--- src/rtl/uart_frame_pkg.sv ---
// ----------------------------------------------------------------------------
// uart_frame_pkg
// Shared definitions for the framed UART transmitter:
//   - tx_state_t   : serializer FSM states
//   - FRAME_BYTES  : bytes per frame (2 headers + 8 data + 1 checksum)
//   - HEAD*_DEF    : default header bytes
//   - calc_bps_cnt : clock cycles per bit (truncating division)
//   - frame_chk    : checksum of the 8 data bytes of a packed word
// ----------------------------------------------------------------------------
package uart_frame_pkg;

    typedef enum logic [1:0] {
        IDLE  = 2'd0,
        START = 2'd1,
        DATA  = 2'd2,
        STOP  = 2'd3
    } tx_state_t;

    localparam int         FRAME_BYTES = 11;
    localparam logic [7:0] HEAD0_DEF   = 8'hAA;
    localparam logic [7:0] HEAD1_DEF   = 8'h55;

    function automatic int calc_bps_cnt(input int clk_fs, input int uart_bps);
        return clk_fs / uart_bps;
    endfunction

    // Sum of the eight data bytes, modulo 256. Headers are not included.
    function automatic logic [7:0] frame_chk(input logic [63:0] word);
        logic [7:0] sum;
        sum = 8'd0;
        for (int i = 0; i < 8; i++) begin
            sum = sum + word[8*i +: 8];
        end
        return sum;
    endfunction

endpackage : uart_frame_pkg

--- src/rtl/uart_frame_tx_byte.sv ---
// ----------------------------------------------------------------------------
// uart_byte_tx
// One-byte 8N1 serializer. Owns the START/DATA/STOP bit timing; each bit
// lasts BPS_CNT clock cycles. txd is registered, so the line follows the FSM
// state with one cycle of latency.
// Asserting tx_start during the last STOP cycle chains straight into the next
// start bit with no idle gap.
//
// Ports:
//   sys_clk   in   system clock
//   sys_rst_n in   asynchronous active-low reset
//   tx_start  in   begin a byte (sampled in IDLE and in the last STOP cycle)
//   tx_byte   in   byte to send; must be stable while in DATA
//   txd       out  serial line, idle high
//   tx_done   out  high during the last STOP cycle
// ----------------------------------------------------------------------------
module uart_byte_tx
    import uart_frame_pkg::*;
#(
    parameter int BPS_CNT = 434
) (
    input  logic       sys_clk,
    input  logic       sys_rst_n,
    input  logic       tx_start,
    input  logic [7:0] tx_byte,
    output logic       txd,
    output logic       tx_done
);

    localparam int              CNT_W    = (BPS_CNT > 1) ? $clog2(BPS_CNT) : 1;
    localparam logic [CNT_W-1:0] CNT_LAST = CNT_W'(BPS_CNT - 1);

    tx_state_t        state, state_next;
    logic [CNT_W-1:0] cnt, cnt_next;
    logic [2:0]       bit_idx, bit_idx_next;
    logic             txd_next;
    logic             cnt_last;

    assign cnt_last = (cnt == CNT_LAST);

    // Kept outside the FSM process so tx_done never depends on tx_start,
    // which the parent derives from tx_done.
    assign tx_done = (state == STOP) && cnt_last;

    // NOTE: sequential state uses non-blocking (<=) so every register samples
    // pre-edge values; blocking here would create order-dependent races.
    always_ff @(posedge sys_clk or negedge sys_rst_n) begin
        if (!sys_rst_n) begin
            state   <= IDLE;
            cnt     <= '0;
            bit_idx <= '0;
            txd     <= 1'b1;
        end else begin
            state   <= state_next;
            cnt     <= cnt_next;
            bit_idx <= bit_idx_next;
            txd     <= txd_next;
        end
    end

    // NOTE: every output of this block gets a default before the case, so no
    // path leaves a variable unassigned and no latch is inferred.
    always_comb begin
        state_next   = state;
        cnt_next     = cnt + CNT_W'(1);
        bit_idx_next = bit_idx;
        txd_next     = 1'b1;

        case (state)
            IDLE: begin
                cnt_next = '0;
                if (tx_start) begin
                    state_next   = START;
                    bit_idx_next = '0;
                end
            end
            START: begin
                txd_next = 1'b0;
                if (cnt_last) begin
                    cnt_next     = '0;
                    state_next   = DATA;
                    bit_idx_next = '0;
                end
            end
            DATA: begin
                txd_next = tx_byte[bit_idx];
                if (cnt_last) begin
                    cnt_next = '0;
                    if (bit_idx == 3'd7) begin
                        state_next = STOP;
                    end else begin
                        bit_idx_next = bit_idx + 3'd1;
                    end
                end
            end
            STOP: begin
                if (cnt_last) begin
                    cnt_next   = '0;
                    state_next = tx_start ? START : IDLE;
                end
            end
            default: begin
                cnt_next   = '0;
                state_next = IDLE;
            end
        endcase
    end

endmodule : uart_byte_tx

--- src/rtl/uart_frame_tx.sv ---
// ----------------------------------------------------------------------------
// uart_frame_tx
// Frames a packed 64-bit frequency word as
//   HEAD0, HEAD1, data[63:56] ... data[7:0], CHK
// and sends it as 11 back-to-back 8N1 bytes. The word is latched on
// acceptance; strobes arriving while a frame is in flight are dropped and
// counted.
//
// Ports:
//   sys_clk    in   system clock
//   sys_rst_n  in   asynchronous active-low reset (aborts any frame)
//   uart_data  in   [63:32] channel 1 count, [31:0] channel 2 count
//   uart_en    in   one-cycle strobe qualifying uart_data
//   uart_txd   out  serial line, idle high
//   tx_busy    out  high from acceptance until the edge that returns to idle
//   frame_drop out  one-cycle pulse per strobe received while busy
//   drop_cnt   out  saturating count of dropped strobes
// ----------------------------------------------------------------------------
module uart_frame_tx
    import uart_frame_pkg::*;
#(
    parameter int         CLK_FS   = 50_000_000,
    parameter int         UART_BPS = 115200,
    parameter logic [7:0] HEAD0    = HEAD0_DEF,
    parameter logic [7:0] HEAD1    = HEAD1_DEF
) (
    input  logic        sys_clk,
    input  logic        sys_rst_n,
    input  logic [63:0] uart_data,
    input  logic        uart_en,
    output logic        uart_txd,
    output logic        tx_busy,
    output logic        frame_drop,
    output logic [7:0]  drop_cnt
);

    localparam int         BPS_CNT   = calc_bps_cnt(CLK_FS, UART_BPS);
    localparam logic [3:0] LAST_BYTE = 4'(FRAME_BYTES - 1);

    logic [63:0] data_q;
    logic [3:0]  byte_idx;
    logic [7:0]  cur_byte;
    logic        accept;
    logic        tx_start;
    logic        tx_done;

    // The serializer is idle exactly when tx_busy is low, so busy doubles as
    // the "FSM not in IDLE" qualifier for acceptance and drops.
    assign accept   = uart_en && !tx_busy;
    assign tx_start = accept || (tx_done && (byte_idx != LAST_BYTE));

    // NOTE: the data latch is an ordinary register and is reset with the rest
    // of the state, so a post-reset frame never exposes stale data.
    always_ff @(posedge sys_clk or negedge sys_rst_n) begin
        if (!sys_rst_n) begin
            data_q   <= '0;
            byte_idx <= '0;
            tx_busy  <= 1'b0;
        end else if (accept) begin
            data_q   <= uart_data;
            byte_idx <= '0;
            tx_busy  <= 1'b1;
        end else if (tx_done) begin
            if (byte_idx == LAST_BYTE) begin
                byte_idx <= '0;
                tx_busy  <= 1'b0;
            end else begin
                byte_idx <= byte_idx + 4'd1;
            end
        end
    end

    always_ff @(posedge sys_clk or negedge sys_rst_n) begin
        if (!sys_rst_n) begin
            frame_drop <= 1'b0;
            drop_cnt   <= '0;
        end else begin
            frame_drop <= uart_en && tx_busy;
            if (uart_en && tx_busy && (drop_cnt != 8'hFF)) begin
                drop_cnt <= drop_cnt + 8'd1;
            end
        end
    end

    // Byte sequencer: data bytes go out MSB byte first; CHK comes from the
    // latched word so input changes mid-frame cannot affect it.
    always_comb begin
        cur_byte = 8'h00;
        case (byte_idx)
            4'd0:    cur_byte = HEAD0;
            4'd1:    cur_byte = HEAD1;
            4'd2:    cur_byte = data_q[63:56];
            4'd3:    cur_byte = data_q[55:48];
            4'd4:    cur_byte = data_q[47:40];
            4'd5:    cur_byte = data_q[39:32];
            4'd6:    cur_byte = data_q[31:24];
            4'd7:    cur_byte = data_q[23:16];
            4'd8:    cur_byte = data_q[15:8];
            4'd9:    cur_byte = data_q[7:0];
            4'd10:   cur_byte = frame_chk(data_q);
            default: cur_byte = 8'h00;
        endcase
    end

    uart_byte_tx #(
        .BPS_CNT (BPS_CNT)
    ) u_byte_tx (
        .sys_clk   (sys_clk),
        .sys_rst_n (sys_rst_n),
        .tx_start  (tx_start),
        .tx_byte   (cur_byte),
        .txd       (uart_txd),
        .tx_done   (tx_done)
    );

endmodule : uart_frame_tx

--- config.mk ---
export PLATFORM = sky130hd
export DESIGN_NAME = uart_frame_tx
export DESIGN_NICKNAME = d
export VERILOG_FILES = /design/src/rtl/uart_frame_pkg.sv /design/src/rtl/uart_frame_tx_byte.sv /design/src/rtl/uart_frame_tx.sv
export SDC_FILE = /design/constraint.sdc
export NUM_CORES = 1
export LEC_CHECK = 0
export BUFFER_PORTS_ARGS = -buffer_cell sky130_fd_sc_hd__buf_2
export CAP_MARGIN = 5
export CORE_ASPECT_RATIO = 0.7
export CORE_UTILIZATION = 52
export DETAILED_ROUTE_END_ITERATION = 8
export PLACE_DENSITY_LB_ADDON = 0.25
export SETUP_SLACK_MARGIN = 0.2
export SLEW_MARGIN = 20
export SYNTH_ARGS = -nofsm -noshare
export SYNTH_HDL_FRONTEND = slang
export SYNTH_SLANG_ARGS = --single-unit
--- constraint.sdc ---
create_clock -name sys_clk -period 6.7 [get_ports sys_clk]
set_clock_uncertainty 0.1 [all_clocks]
set_input_delay 0.67 -clock sys_clk [delete_from_list [all_inputs] [get_ports sys_clk]]
set_output_delay 0.67 -clock sys_clk [all_outputs]
set_load 0.01 [all_outputs]
==> results of run 1 <==
worst max path at each step:
stage	start	to	slack (ns)	cells past startpoint
6_report	data_q[2]	u_byte_tx.txd	2.11	14
3_3_place_gp	data_q[2]	u_byte_tx.txd	2.19	14
5_1_grt	data_q[2]	u_byte_tx.txd	1.88	14
3_5_place_dp	data_q[2]	u_byte_tx.txd	2.12	14
2_1_floorplan	data_q[2]	u_byte_tx.txd	2.29	14
4_1_cts	data_q[2]	u_byte_tx.txd	2.09	14
power by group through the flow:
stage	Combinational (µW)	Sequential, µW	Clock [µW]
2_1_floorplan	984	701	0
3_3_place_gp	1220	710	0
3_5_place_dp	1240	714	0
4_1_cts	1250	705	583
5_1_grt	1440	716	604
6_report	1240	705	573
sequential cells by signal, summed over array words and instances, names as in the netlist:
signal	cells
data_q	64
u_byte_tx.cnt	9
drop_cnt	8
u_byte_tx.state	2
frame_drop	1
u_byte_tx.bit_idx	3
u_byte_tx.txd	1
tx_busy	1
byte_idx	4
worst max-delay path, stage by stage, from the launching register on:
cell,delay [ns]
dfrtp_1,0.41
fa_1,0.54
inv_1,0.05
fa_1,0.50
fa_1,0.52
fa_1,0.54
inv_1,0.05
ha_1,0.23
fa_1,0.41
a21o_1,0.17
a21oi_1,0.16
xor2_1,0.11
o211a_1,0.23
o32a_1,0.34
a32oi_1,0.15
metal layers:
layer	part of all wire	wire length, µm
met1	0.49	6490
met3	0.074	969
met5	0	0
met4	0.012	164
met2	0.42	5550
kinds of logic (layout without fill, tap and decap cells):
kind of cell | count (synthesis) | in the layout | synth area share
compound gates | 94 | 94 | 0.107
xor+xnor | 30 | 30 | 0.0486
mux | 58 | 58 | 0.108
buf+inv | 92 | 161 | 0.0652
fa+ha+maj | 58 | 58 | 0.171
simple gates | 126 | 126 | 0.111
flops | 93 | 93 | 0.390
layout make-up:
cell class | count | area [µm²]
flip-flops and latches | 93 | 2330
well taps | 153 | 191
clock buffers | 11 | 233
multi-input cells | 366 | 3260
inverters | 64 | 240
fillers | 941 | 4310
clock inverters | 4 | 97.6
repair buffers | 82 | 432
cells in the mapped netlist (7+ instances only):
library cell  count
nand2_1          35
mux2_2           51
dfrtp_1          92
nor2_1           32
xnor2_1          21
clkbuf_1         11
mux2i_1           7
o21ai_0          31
ha_1             19
xor2_1            7
a21oi_1          15
inv_1            64
fa_1             39
nand3_1          10
buf_2             8
timing repair:
item	in CTS	in global routing
hold buffers	1	0
setup endpoints to repair	0	0
hold endpoints to repair	1	0
setup buffers	0	0
metrics by stage:
step | std cells | cell area, µm² | utilization | power [µW]
after CTS | 773 | 6780 | 0.611 | 2540
after floorplan | 551 | 5970 | - | 1680
after global placement | 757 | 6430 | 0.580 | 1930
final | 773 | 6780 | 0.611 | 2520
after detailed placement | 757 | 6440 | 0.581 | 1960
after global routing | 773 | 6780 | 0.611 | 2760
==> metrics.md, run 1 <==
| Metric | Value |
|---|---|
| Global routing's busiest layer | met1 |
| Fin nets | 741 |
| Total die area | 0.0119 mm² |
| Clk slew on worst S/H paths | 0.06 ns |
| CTS Buf Count | 9 |
| Top-area cell type share of the netlist area | 0.386 |
| Setup ws final | 2.11 ns |
| Io pins | 78 |
| Min cycle time layout | 4.59 ns |
| Slew Limit Fails | 0 |
| Share of layout cells above drive strength 1 | 0.248 |
| CTS tree | yes |
| Worst hold slack | 0.395 ns |
| CP Capture Type | flop |
| Routing usage on met3 | 0.0589 |
| Leakage | 0.00311 µW |
| Max_cap viols | 0 |
| Worst-margin pin slew | 0.861 ns |
| CP required | 6.86 ns |
| Clock latency on the worst-skew pair | 0.34 ns |
| Largest net degree at the start of global routing | 93 |
| Outcome | finished clean |
| H-Tree Depth | 3 |
| Vias post-DR | 4,306 |
| CTS Sinks | 93 |
| Worst reg2reg path depth | 14 |
| Dpl ws | 2.12 ns |
| Tot GR Track Use | 0.245 |
| Hold_sp | drop_cnt[5] |
| FFs w/ async S/R, synth | 1.00 |
| M2 GR Usage | 0.342 |
| Synth Flop Type | dfrtp_1 |
| HP Class | reg -> reg |
| Netlist Area Pre-Place | 0.00597 mm² |
| Setup TNS | 0 ns |
| Core Area | 0.0111 mm² |
| R2r startpoint | data_q[2] |
| RR Endpoint | u_byte_tx.txd |
| Logic pwr share | 0.493 |
| Root Driver | clkbuf_16 |
| Flop-to-flop setup slack | 2.11 ns |
| Most common cell after layout, fill and taps aside | dfrtp_1 |
| Count of warnings emitted by yosys | 0 |
| Syn_nets | 676 |
| Via density | 5.57 |
| Row Count | 32 |
| Overflow left after global routing | 0 |
| Seq pwr share | 0.279 |
| Die extent in y | 91.6 µm |
| # diodes | 0 |
| Final ANT Viol Nets | 0 |
| Wirelength per Cell | 17.0 µm |
| Global-route wire length before repair | 22,300 µm |
| DP HPWL | 9690 µm |
| Peak supply drop | 0.248 mV |
| RePlAce Congestion | 0.870 |
| RSZ-0062 raised after global routing | false |
| Pwr dens | 372 mW/mm² |
| Residual DRC | 0 |
| Initial antenna violation count | 0 |
| Most frequent cells in the layout | dfrtp_1 (92), buf_2 (76), inv_1 (64), mux2_2 (51), fa_1 (39) |
| Synth top area cells | dfrtp_1 (39%), fa_1 (13%), mux2_2 (9.6%) |
| Syn Inst Count | 551 |
| Netlist cell types | 64 |
| Crit path max fanout | 3 |
| Final Cycle Share | 0.685 |
| Initial DRC count | 515 |
| Clock buffer depth | 2 |
| Switching power | 927 µW |
| Sequential area share after synthesis | 0.390 |
| Crit Path Category | reg -> reg |
| Initial Util | 0.538 |
| PostCTS Resize Cnt | 0 |
| Vias in the first global route | 4,360 |
| Area Overhead vs Synth | 13.6% |
| Detailed Route WL | 13,200 µm |
| Clk network pwr share | 0.227 |
| Sw Share | 0.368 |
| Slew margin rel. | 0.425 |
| Cell taking the most area after synthesis | dfrtp_1 |
| DRT Pass-1 Iters | 5 |
| Achievable Freq | 218 MHz |
| Crit start category | flop |
| Final Hold Fails | 0 |
| Hold Path End | drop_cnt[5] |
| Worst hold path depth | 1 |
| Setup-failing EPs final | 0 |
| Die Wd | 130 µm |
| CP Data Arrival Time | 4.75 ns |
| Number of synthesized flops with an enable pin | 0 |
| Met1 GRT Util | 0.382 |
| #FFs+latches synth | 93 |
| Mean Syn Cell Area | 10.8 µm² |
| Internal power | 1590 µW |
| Port bufs | 77 |
Power figures use the tool's default switching activity.
==> inputs of run 2 (changes only) <==
- clock period: 6.7 -> 4.4 ns (I/O delays scaled with it)
==> metrics.md, run 2 (synthesis gave the netlist of run 1 again) <==
| Metric | Value |
|---|---|
| DP HPWL | 9670 µm |
| Port bufs | 77 |
| Worst hold slack | 0.00353 ns |
| Achievable Freq | 226 MHz |
| Dpl ws | -0.0123 ns |
| CTS tree | yes |
| Clock latency on the worst-skew pair | 0.34 ns |
| DRT Pass-1 Iters | 5 |
| Worst path depth | 14 |
| Final Hold Fails | 0 |
| R2r startpoint | data_q[42] |
| Most used cell along the critical path | fa_1 |
| CP max stage cell | fa_1 |
| Min cycle time layout | 4.42 ns |
| Final Cycle Share | 1.01 |
| Root Driver | clkbuf_16 |
| HP Class | in -> async |
| Most common cell after layout, fill and taps aside | dfrtp_1 |
| Failing checks | negative setup slack |
| CP required | 4.56 ns |
| RePlAce Congestion | 0.940 |
| Slew Limit Fails | 0 |
| Crit start category | flop |
| Clk slew on worst S/H paths | 0.06 ns |
| # diodes | 0 |
| Flop-to-flop setup slack | -0.02 ns |
| Largest register FFs | 64 |
| Residual DRC | 0 |
| Total die area | 0.0119 mm² |
| Fill cells | 934 |
| Cell family with most CP delay | adder cells |
| RSZ-0062 raised after global routing | true |
| Io pins | 78 |
| Final ANT Viol Nets | 0 |
| Largest net degree at the start of global routing | 51 |
| Most frequent cells in the layout | dfrtp_1 (92), buf_2 (76), inv_1 (63), mux2_2 (51), fa_1 (36) |
| Setup-failing EPs final | 1 |
| Die extent in y | 91.6 µm |
| Tot GR Track Use | 0.245 |
| Bufs and invs on worst path | 2 |
| Worst-margin pin slew | 0.951 ns |
| CP Capture Type | flop |
| Final instance area | 0.00680 mm² |
| Hold buffers post-CTS | 0 |
| Row Count | 32 |
| Clock buffer depth | 2 |
| Peak supply drop | 0.452 mV |
| Vias in the first global route | 4,293 |
| Max_cap viols | 0 |
| Largest register by flop count | data_q |
| Area Overhead vs Synth | 14.0% |
| Initial antenna violation count | 0 |
| Vias post-DR | 4,206 |
| H-Tree Depth | 3 |
| Global-route wire length before repair | 22,000 µm |
| Crit path max fanout | 2 |
| Largest registers | data_q x64, u_byte_tx.cnt x9, drop_cnt x8 |
| CTS Buf Count | 9 |
| Cell Chain, Critical Path | fa_1 -> inv_1 -> fa_1 -> fa_1 -> fa_1 -> inv_2 -> ha_4 -> fa_2 -> a21o_1 -> a21oi_2 -> xor2_1 -> o211a_1 -> o32a_1 -> a32oi_1 |
| Worst reg2reg path depth | 14 |
| Pwr dens | 580 mW/mm² |
| Outcome | complete, but fails checks |
| Detailed Route WL | 13,100 µm |
| Slew margin rel. | 0.366 |
| Wirelength per Cell | 17.0 µm |
| Die Wd | 130 µm |
| Crit path largest cell delay | 0.56 ns |
| Setup ws final | -0.0220 ns |
| Share of layout cells above drive strength 1 | 0.263 |
| RR Endpoint | u_byte_tx.txd |
| Via density | 5.44 |
| Fin nets | 741 |
| Crit Path Category | reg -> reg |
| CP Data Arrival Time | 4.58 ns |
| Post-DP Area | 0.00647 mm² |
| CTS Sinks | 93 |
| Overflow left after global routing | 0 |
| Initial Util | 0.538 |
| Initial DRC count | 218 |
| Core Area | 0.0111 mm² |
| Leakage | 0.00310 µW |
## run 2: changes by cell type in the layout (fill, tap and decap cells not counted), sizes merged
cell,delta
bufinv,-1
clkinv,+1
dlygate4sd3,-1
buf,+1
## run 2: layer usage
metal  vias up  track usage  wire [µm]
met5         -            0          0
met4         0       0.0552        127
met3         9       0.0490        666
met2       102        0.348       5630
met1      2097        0.381       6710
li1       1998            -          -
## run 2: worst max path at each step
stage,from,to
2_1_floorplan,data_q[42],u_byte_tx.txd
3_3_place_gp,data_q[42],u_byte_tx.txd
3_5_place_dp,data_q[42],u_byte_tx.txd
4_1_cts,data_q[42],u_byte_tx.txd
5_1_grt,data_q[42],u_byte_tx.txd
6_report,data_q[42],u_byte_tx.txd
## run 2: metrics by stage
stage	TNS [ns]	power [µW]	util	instances
global route	-0.102	4240	0.613	773
finish	-0.0220	3950	0.613	773
detailed placement	-0.0123	3070	0.583	757
CTS	-0.0355	3940	0.613	773
floorplan	0	2640	-	551
global placement	0	3020	0.583	757
## run 2: where the power goes
part / switching (µW) / leakage, µW / internal (µW)
registers: 118 / 0.00112 / 959
clock network: 326 / 0.000152 / 510
logic: 1050 / 0.00183 / 981
## run 2: timing repair
item | in CTS | in global routing
pin swaps | 2 | 9
setup endpoints to repair | 1 | 1
setup buffers | 1 | 0
resized for setup | 0 | 2
## run 2: area by class of cell
class	instances	area (µm²)	area share
clock buffers	11	243	0.0357
repair buffers	82	438	0.0644
multi-input cells	366	3290	0.483
well taps	153	191	0.0282
inverters	64	240	0.0353
clock inverters	4	72.6	0.0107
flip-flops and latches	93	2330	0.342
## run 2: worst register-to-register path, stage by stage (launching register included)
cell and delay [ns]:
dfrtp_1 0.41, fa_1 0.54, inv_1 0.06, fa_1 0.56, fa_1 0.44, fa_1 0.51, inv_2 0.05, ha_4 0.16
fa_2 0.35, a21o_1 0.18, a21oi_2 0.16, xor2_1 0.10, o211a_1 0.21, o32a_1 0.33, a32oi_1 0.20
